$ cat src/rtl/display_scan.sv
// rtl/display_scan.sv - time-multiplexed 7-segment digit scanner
// Shadowed value with frame-aligned update, leading-zero blanking and frame strobe.
module display_scan #(
  parameter int DIGITS      = 8,
  parameter int REFRESH_DIV = 100000,
  parameter int AN_ACTIVE   = 0
) (
  input  logic                  iClk,
  input  logic                  iRst,
  input  logic                  iEnable,
  input  logic                  iLoad,
  input  logic [4*DIGITS-1:0]   iValue,
  input  logic                  iBlankLZ,
  output logic [3:0]            oDigit,
  output logic [DIGITS-1:0]     oAnode,
  output logic [2:0]            oIdx,
  output logic                  oFrame
);

  localparam int                CW       = (REFRESH_DIV > 1) ? $clog2(REFRESH_DIV) : 1;
  localparam logic [CW-1:0]     CNT_LAST = CW'(REFRESH_DIV - 1);
  localparam logic [2:0]        IDX_LAST = 3'(DIGITS - 1);
  localparam logic [DIGITS-1:0] AN_OFF   = (AN_ACTIVE != 0) ? '0 : '1;

  typedef enum logic {ST_DARK, ST_SCAN} state_t;

  state_t                r_state;
  state_t                w_state_nxt;
  logic [CW-1:0]         r_cnt;
  logic [2:0]            r_idx;
  logic [4*DIGITS-1:0]   r_shadow;
  logic [4*DIGITS-1:0]   r_stage;
  logic                  r_pending;
  logic [3:0]            r_digit;
  logic [DIGITS-1:0]     r_anode;
  logic                  r_frame;

  logic                  w_tick;
  logic                  w_tc;
  logic                  w_wrap;
  logic [CW-1:0]         w_cnt_nxt;
  logic [2:0]            w_idx_nxt;
  logic [4*DIGITS-1:0]   w_shadow_nxt;
  logic [4*DIGITS-1:0]   w_stage_nxt;
  logic                  w_pending_nxt;
  logic [3:0]            w_digit;
  logic                  w_nz;
  logic                  w_blank;
  logic [DIGITS-1:0]     w_onehot;
  logic [DIGITS-1:0]     w_anode;

  always_ff @(posedge iClk) begin
    if (iRst) r_state <= ST_DARK;
    else      r_state <= w_state_nxt;
  end

  always_comb begin
    w_state_nxt = r_state;
    case (r_state)
      ST_DARK: if (iEnable)  w_state_nxt = ST_SCAN;
      ST_SCAN: if (!iEnable) w_state_nxt = ST_DARK;
      default: w_state_nxt = ST_DARK;
    endcase
  end

  // The counter only advances on edges that both start and end in SCAN, so a
  // dark interval freezes the slot exactly where it was.
  always_comb begin
    w_tick    = (r_state == ST_SCAN) && iEnable;
    w_tc      = w_tick && (r_cnt == CNT_LAST);
    w_wrap    = w_tc && (r_idx == IDX_LAST);
    w_cnt_nxt = r_cnt;
    w_idx_nxt = r_idx;
    if (w_tc) begin
      w_cnt_nxt = '0;
      w_idx_nxt = (r_idx == IDX_LAST) ? 3'd0 : r_idx + 3'd1;
    end else if (w_tick) begin
      w_cnt_nxt = r_cnt + 1'b1;
    end
  end

  always_comb begin
    w_shadow_nxt  = r_shadow;
    w_stage_nxt   = r_stage;
    w_pending_nxt = r_pending;
    if (r_state == ST_DARK) begin
      if (iLoad) begin
        w_shadow_nxt  = iValue;
        w_pending_nxt = 1'b0;
      end
    end else if (w_wrap) begin
      if (iLoad)          w_shadow_nxt = iValue;
      else if (r_pending) w_shadow_nxt = r_stage;
      w_pending_nxt = 1'b0;
    end else if (iLoad) begin
      w_stage_nxt   = iValue;
      w_pending_nxt = 1'b1;
    end
  end

  // Walk from the top digit down so w_nz covers digits k..DIGITS-1 at slot k.
  always_comb begin
    w_digit = '0;
    w_nz    = 1'b0;
    w_blank = 1'b0;
    for (int k = DIGITS - 1; k >= 0; k--) begin
      w_nz = w_nz | (|w_shadow_nxt[4*k +: 4]);
      if (3'(k) == w_idx_nxt) begin
        w_digit = w_shadow_nxt[4*k +: 4];
        w_blank = iBlankLZ && (k != 0) && !w_nz;
      end
    end
    w_onehot = {{(DIGITS-1){1'b0}}, 1'b1} << w_idx_nxt;
    if ((w_state_nxt == ST_SCAN) && !w_blank)
      w_anode = (AN_ACTIVE != 0) ? w_onehot : ~w_onehot;
    else
      w_anode = AN_OFF;
  end

  always_ff @(posedge iClk) begin
    if (iRst) begin
      r_cnt     <= '0;
      r_idx     <= '0;
      r_shadow  <= '0;
      r_stage   <= '0;
      r_pending <= 1'b0;
      r_digit   <= '0;
      r_anode   <= AN_OFF;
      r_frame   <= 1'b0;
    end else begin
      r_cnt     <= w_cnt_nxt;
      r_idx     <= w_idx_nxt;
      r_shadow  <= w_shadow_nxt;
      r_stage   <= w_stage_nxt;
      r_pending <= w_pending_nxt;
      r_digit   <= w_digit;
      r_anode   <= w_anode;
      r_frame   <= w_wrap;
    end
  end

  assign oDigit = r_digit;
  assign oAnode = r_anode;
  assign oIdx   = r_idx;
  assign oFrame = r_frame;

endmodule

$ cat config.mk
export PLATFORM = sky130hd
export DESIGN_NAME = display_scan
export DESIGN_NICKNAME = d
export VERILOG_FILES = /design/src/rtl/display_scan.sv
export SDC_FILE = /design/constraint.sdc
export NUM_CORES = 1
export LEC_CHECK = 0
export CORE_ASPECT_RATIO = 1.25
export CORE_UTILIZATION = 45
export CTS_CLUSTER_DIAMETER = 40
export DETAILED_ROUTE_END_ITERATION = 6
export PLACE_DENSITY_LB_ADDON = 0.05
export SYNTH_ARGS = -nofsm -noshare
export SYNTH_HDL_FRONTEND = slang
export SYNTH_SLANG_ARGS = --single-unit
export TNS_END_PERCENT = 10
$ cat constraint.sdc
create_clock -name iClk -period 3.7 [get_ports iClk]
set_input_delay 0.74 -clock iClk [delete_from_list [all_inputs] [get_ports iClk]]
set_output_delay 0.74 -clock iClk [all_outputs]
set_load 0.03 [all_outputs]
== Yosys cells after proc, flatten, opt, wreduce, memory -nomap -nowiden ==
Cells that the tools add are included.
Storage, ports and cells
  register bits after elaboration: 99
  latch bits: 0
  bits in writable memories: 0
  memory bits (read-only): 0
  input port bits: 37
  output and inout bits: 16
  logic and storage cells: 91
  memories kept: 0
Cells by class
  $add $sub $neg: 2
  $mul: 0
  div/mod/pow operators: 0
  $lt $le $gt $ge: 0
  eq/ne operators: 9
  shift-type cells: 1
  muxes and demuxes: 28
  bitwise operators: 9
  reductions and logical operators: 33
Operators with widths (count)
  32-bit two-way mux: 5
  4-bit two-way mux: 8
  4-bit OR reduction: 7
  17-bit by 1-bit adder with 17-bit output, second input constant: 1
  17-bit equality test, second input constant: 1
  1-bit two-way mux: 13
  3-bit equality test, first input constant: 4
  1-bit logical AND: 11
  1-bit zero test: 8
  8-bit inverter: 1
  1-bit by 3-bit left shift with 8-bit output, first input constant: 1
  2-bit by 3-bit equality test with 1-bit output, first input constant: 2
  3-bit two-way mux: 2
  1-bit OR: 6
  2-bit nonzero test: 2
  2-bit OR reduction: 2
  3-bit by 1-bit adder with 3-bit output, second input constant: 1
  1-bit by 3-bit equality test with 1-bit output, first input constant: 1
  3-bit equality test, second input constant: 1
  3-bit zero test: 1
  3-bit AND reduction: 1
  1-bit inverter: 2
  2-bit AND reduction: 1

== Depth between registers and ports, before layout ==
  depth in word-level cells: 20
  gate-level depth with buffers: 13
  mapped depth without buffers: 10

== Worst setup path after synthesis ==
No wires, ideal clock.
  path kind: in2reg
  from: input iEnable
  to: register r_digit[1], in the netlist oDigit[1]
  setup time: 70 ps
  arrival: 3049 ps
  required time: 3630 ps
  setup slack: 581 ps
  stages on the path: 11
  buffers on the path: 3
  cells stage by stage: and4_1 clkbuf_1 and2_1 a21oi_1 clkbuf_1 clkbuf_1 nand2_1 and4_1 a2111oi_0 o31ai_1 a21oi_1
On the way
  word-level cells in the longest chain between the ends: 13
  elaborated cells between the ends (all ways): 22
  classes of those cells: eq/ne: 7; mux: 11; reduce/logical: 4
Ends and longest elaborated chain
  from (decl): line 10  | input logic iEnable,
  1-bit logical AND (*): line 69  | w_tick = (r_state == ST_SCAN) && iEnable;
  1-bit logical AND (*): line 70  | w_tc = w_tick && (r_cnt == CNT_LAST);
  1-bit logical AND: line 71  | w_wrap = w_tc && (r_idx == IDX_LAST);
  32-bit two-way mux: line 91  | end else if (w_wrap) begin
  32-bit two-way mux: line 86  | if (r_state == ST_DARK) begin
  4-bit two-way mux (7 in series): line 108  | if (3'(k) == w_idx_nxt) begin
  4-bit two-way mux (*): line 108
  to (signal assigned): line 136  | r_digit <= w_digit;
  to (decl): line 34  | logic [3:0] r_digit;
Mark *: on every way between the ends. The rest lies on a longest branch, timed or not.
A chain may end at the register's enable or synchronous reset.

== Final worst setup path ==
  from: register r_cnt[11]
  to: register r_digit[1], in the netlist oDigit[1]
On the way
  word-level cells in the longest chain between the ends: 13
  elaborated cells between the ends (all ways): 22
  classes of those cells: eq/ne: 8; mux: 11; reduce/logical: 3
Ends and longest elaborated chain
  from (decl): line 29  | logic [CW-1:0] r_cnt;
  from (signal assigned): line 131  | r_cnt <= w_cnt_nxt;
  17-bit equality test (*): line 70
  1-bit logical AND (*): line 70
  1-bit logical AND: line 71
  32-bit two-way mux: line 91
  32-bit two-way mux: line 86
  4-bit two-way mux (7 in series): line 108
  4-bit two-way mux (*): line 108
Marked as above.

==> summary.md <==
| Metric | Value |
|---|---|
| Initial antenna violation count | `0` |
| Via count | `4861` |
| Post-synthesis compound-gate area fraction | `20.71%` |
| DR vias/cell | `6.024` |
| Synth cell count leaders | `118 x nand2_1, 99 x dfxtp_1, 58 x nor2_1` |
| Worst-Skew Late Latency | `360 ps` |
| Simple-gate share of the synthesized area | `24.27%` |
| Status | `finished, final reports clean` |
| Sequential share of the synthesized area | `38.60%` |
| H-tree Lvls | `3` |
| #FFs+latches synth | `99` |
| First-pass GRT wire length | `23930 um` |
| Total of max-cap violations | `0` |
| CP Class | `flop to flop` |
| TritonCTS Buffers | `9` |
| Final HPWL DP | `10460 um` |
| Final Cycle Share | `93.60%` |
| CP startpoint | `r_cnt[11]` |
| YS warnings | `0` |
| Final net count | `707` |
| Avg Cell Area, Syn | `8.216 um^2` |
| Critical path arrival | `3740 ps` |
| Final hold vios | `0` |
| Post-synth EDFFs | `0` |
| WP data required | `3980 ps` |
| Final setup fails | `0` |
| Core box area | `0.01108 mm^2` |
| Pre-CTS setup slack | `83.17 ps` |
| Total gr overflow | `0` |
| CTS tree | `built` |
| Largest cells by area after synthesis | `dfxtp_1 39%, nand2_1 8.6%, mux2i_1 6.6%` |
| Post-CTS setup buffer count | `0` |
| Starting Density | `46.33%` |
| Met2 Track Usage GR | `42.79%` |
| Setup slack, reg-to-reg | `240 ps` |
| PortBufs | `52` |
| Setup TNS | `0 ps` |
| Routed WL per cell | `18.50 um` |
| Top Ports | `53` |
| Total track usage | `25.69%` |
| Worst Reg-to-Reg Cells | `8` |
| Worst relative slew slack | `37.41%` |
| Count leader, synth | `nand2_1` |
| RR Endpoint | `oDigit[1]` |
| Post-synth ARST share | `0%` |
| Post-synthesis adder-cell area fraction | `0.7310%` |
| Syn Inst Count | `625` |
| Synth Area in XOR/XNOR | `2.047%` |
| Slew Limit Fails | `0` |
| Root Buffer | `clkbuf_16` |
| RSZ-0062 raised after global routing | `false` |
| Power density cells | `393.8 mW/mm^2` |
| Post-synth top area cell | `dfxtp_1` |
| Worst-margin pin slew | `938.8 ps` |
| Leak | `2.135 nW` |
| Rows | `43` |
| Busiest grt layer | `met2` |
| Pin count of the biggest net entering global routing | `48` |
| CP Max Fanout | `18` |
| GR Util met1 | `32.90%` |
| Cell area after layout | `0.006116 mm^2` |
| DRT iter0 DRCs | `268` |
| Die area | `0.01184 mm^2` |
| Setup ws final | `236.7 ps` |
| Diode count | `0` |
| Max IR drop VDD | `0.2229 mV` |
| Synth Cell Area | `0.005135 mm^2` |
| RD Place Congestion | `0.8483` |
| Power, Total | `2.409 mW` |
| Number of global-route vias before repair | `4579` |
| Final Skew | `8.974 ps` |
| Die X | `97.55 um` |
| Crit. End Element | `flop` |
| Tmin final | `3463 ps` |
| CTS Hold Bufs | `0` |
| Met3 Resource Use GR | `4.090%` |
| Critical path launch point type | `flop` |
| Sink Count | `99` |
| Peak Freq | `288.7 MHz` |
| Top cell type's share of synthesized area | `38.60%` |
| RR Startpoint | `r_cnt[11]` |
| Largest family of logic cells by synthesized area | `simple AND/OR/NAND/NOR gates` |
| Area Overhead vs Synth | `19.10%` |
| Mux share of post-synthesis cell area | `9.698%` |
| Syn_nets | `665` |
| Residual DRC | `0` |
| Critical Path End | `oDigit[1]` |
| Unique masters post-synth | `64` |
| # resized after CTS | `0` |
| Total Wirelength | `14930 um` |
| Die Y-Extent | `121.4 um` |
| Fin Hold WS | `456.7 ps` |
| Predominant post-synthesis flop cell | `dfxtp_1` |
| Worst-path clk slew | `70 ps` |
| Drt first pass iters | `5` |
| Layout cell share with drive strength beyond 1 | `9.970%` |
| CTS Buffer Depth | `2` |
| Worst Hold Class | `flop to flop` |
| Final ANT Viol Nets | `0` |
| Placed instance area | `0.005813 mm^2` |
==> logic make-up after synthesis <==
family          Yosys count
compound gates          154
xor+xnor                 12
buf+inv                  47
mux                      48
simple gates            262
flops                    99
fa+ha+maj                 3
==> placed cells by master (no fill, tap or decap), types with 3 or more instances in the layout <==
master / count
nand2_1: 118
dfxtp_1: 98
nor2_1: 58
a21oi_1: 55
clkdlybuf4s50_1: 50
mux2i_1: 34
buf_4: 22
o21ai_0: 16
a221oi_1: 14
mux2_2: 14
nand3_1: 13
o41ai_1: 11
nand2b_1: 11
xor2_1: 9
nor4_1: 9
nor3_1: 9
clkbuf_16: 9
nor2b_1: 8
a221o_1: 8
a22oi_1: 7
nand4_1: 6
a311oi_1: 6
or3_1: 5
and3_1: 5
o22ai_1: 4
a31oi_1: 4
a211oi_1: 4
o21ai_1: 4
and4_1: 3
and2_1: 3
xnor2_1: 3
ha_1: 3
clkinv_4: 3
==> per-layer routing <==
layer	part of all wire, %	routed length (um)
met2	48	7177
met1	44	6577
met4	2.7	400
met3	5.2	771
met5	0	0
==> worst max-delay path, stage by stage (launching register included) <==
cell and delay (ps):
dfxtp_1 340, or4_4 580, or4_4 670, o21ai_4 550, a221oi_1 210, buf_4 190, a2111oi_0 530, o31ai_1 140
a21oi_1 170
==> area by class of cell <==
cell class | instances | area, um^2
multi-input cells | 479 | 2954
fillers | 1070 | 4967
well taps | 135 | 168.9
repair buffers | 75 | 695.7
clock inverters | 7 | 77.57
flip-flops and latches | 99 | 1983
clock buffers | 9 | 225.2
inverters | 3 | 11.26
==> report_power, final <==
group / switching, mW / total (mW) / internal [mW]
clock network: 0.437 / 0.966 / 0.529
logic: 0.170 / 0.307 / 0.136
registers: 0.0335 / 1.14 / 1.10
total: 0.641 / 2.41 / 1.77
==> through the flow <==
stage / cells / utilization (%)
3_5_place_dp: 791 / 52.45
6_report: 807 / 55.18
4_1_cts: 807 / 55.18
5_1_grt: 807 / 55.18
3_3_place_gp: 791 / 52.45
2_1_floorplan: 625 / -
==> sequential cells by signal, summed over array words and instances, names as in the netlist <==
| signal | cells |
|---|---|
| r_shadow | 32 |
| oDigit | 4 |
| oIdx | 3 |
| r_cnt | 17 |
| oAnode | 8 |
| r_stage | 32 |
| oFrame | 1 |
| r_state | 1 |
| r_pending | 1 |
==> worst min-delay path by stage <==
| stage | startpoint | endpoint | slack (ps) | cells past startpoint |
|---|---|---|---|---|
| 2_1_floorplan | r_stage[11] | r_stage[11] | 430 | 2 |
| 3_3_place_gp | r_stage[26] | r_stage[26] | 440 | 2 |
| 3_5_place_dp | r_stage[2] | r_stage[2] | 450 | 2 |
| 4_1_cts | r_stage[2] | r_stage[2] | 460 | 2 |
| 5_1_grt | r_stage[2] | r_stage[2] | 470 | 2 |
| 6_report | r_stage[23] | r_stage[23] | 460 | 2 |
No activity file was read; power rests on OpenSTA's default activity.
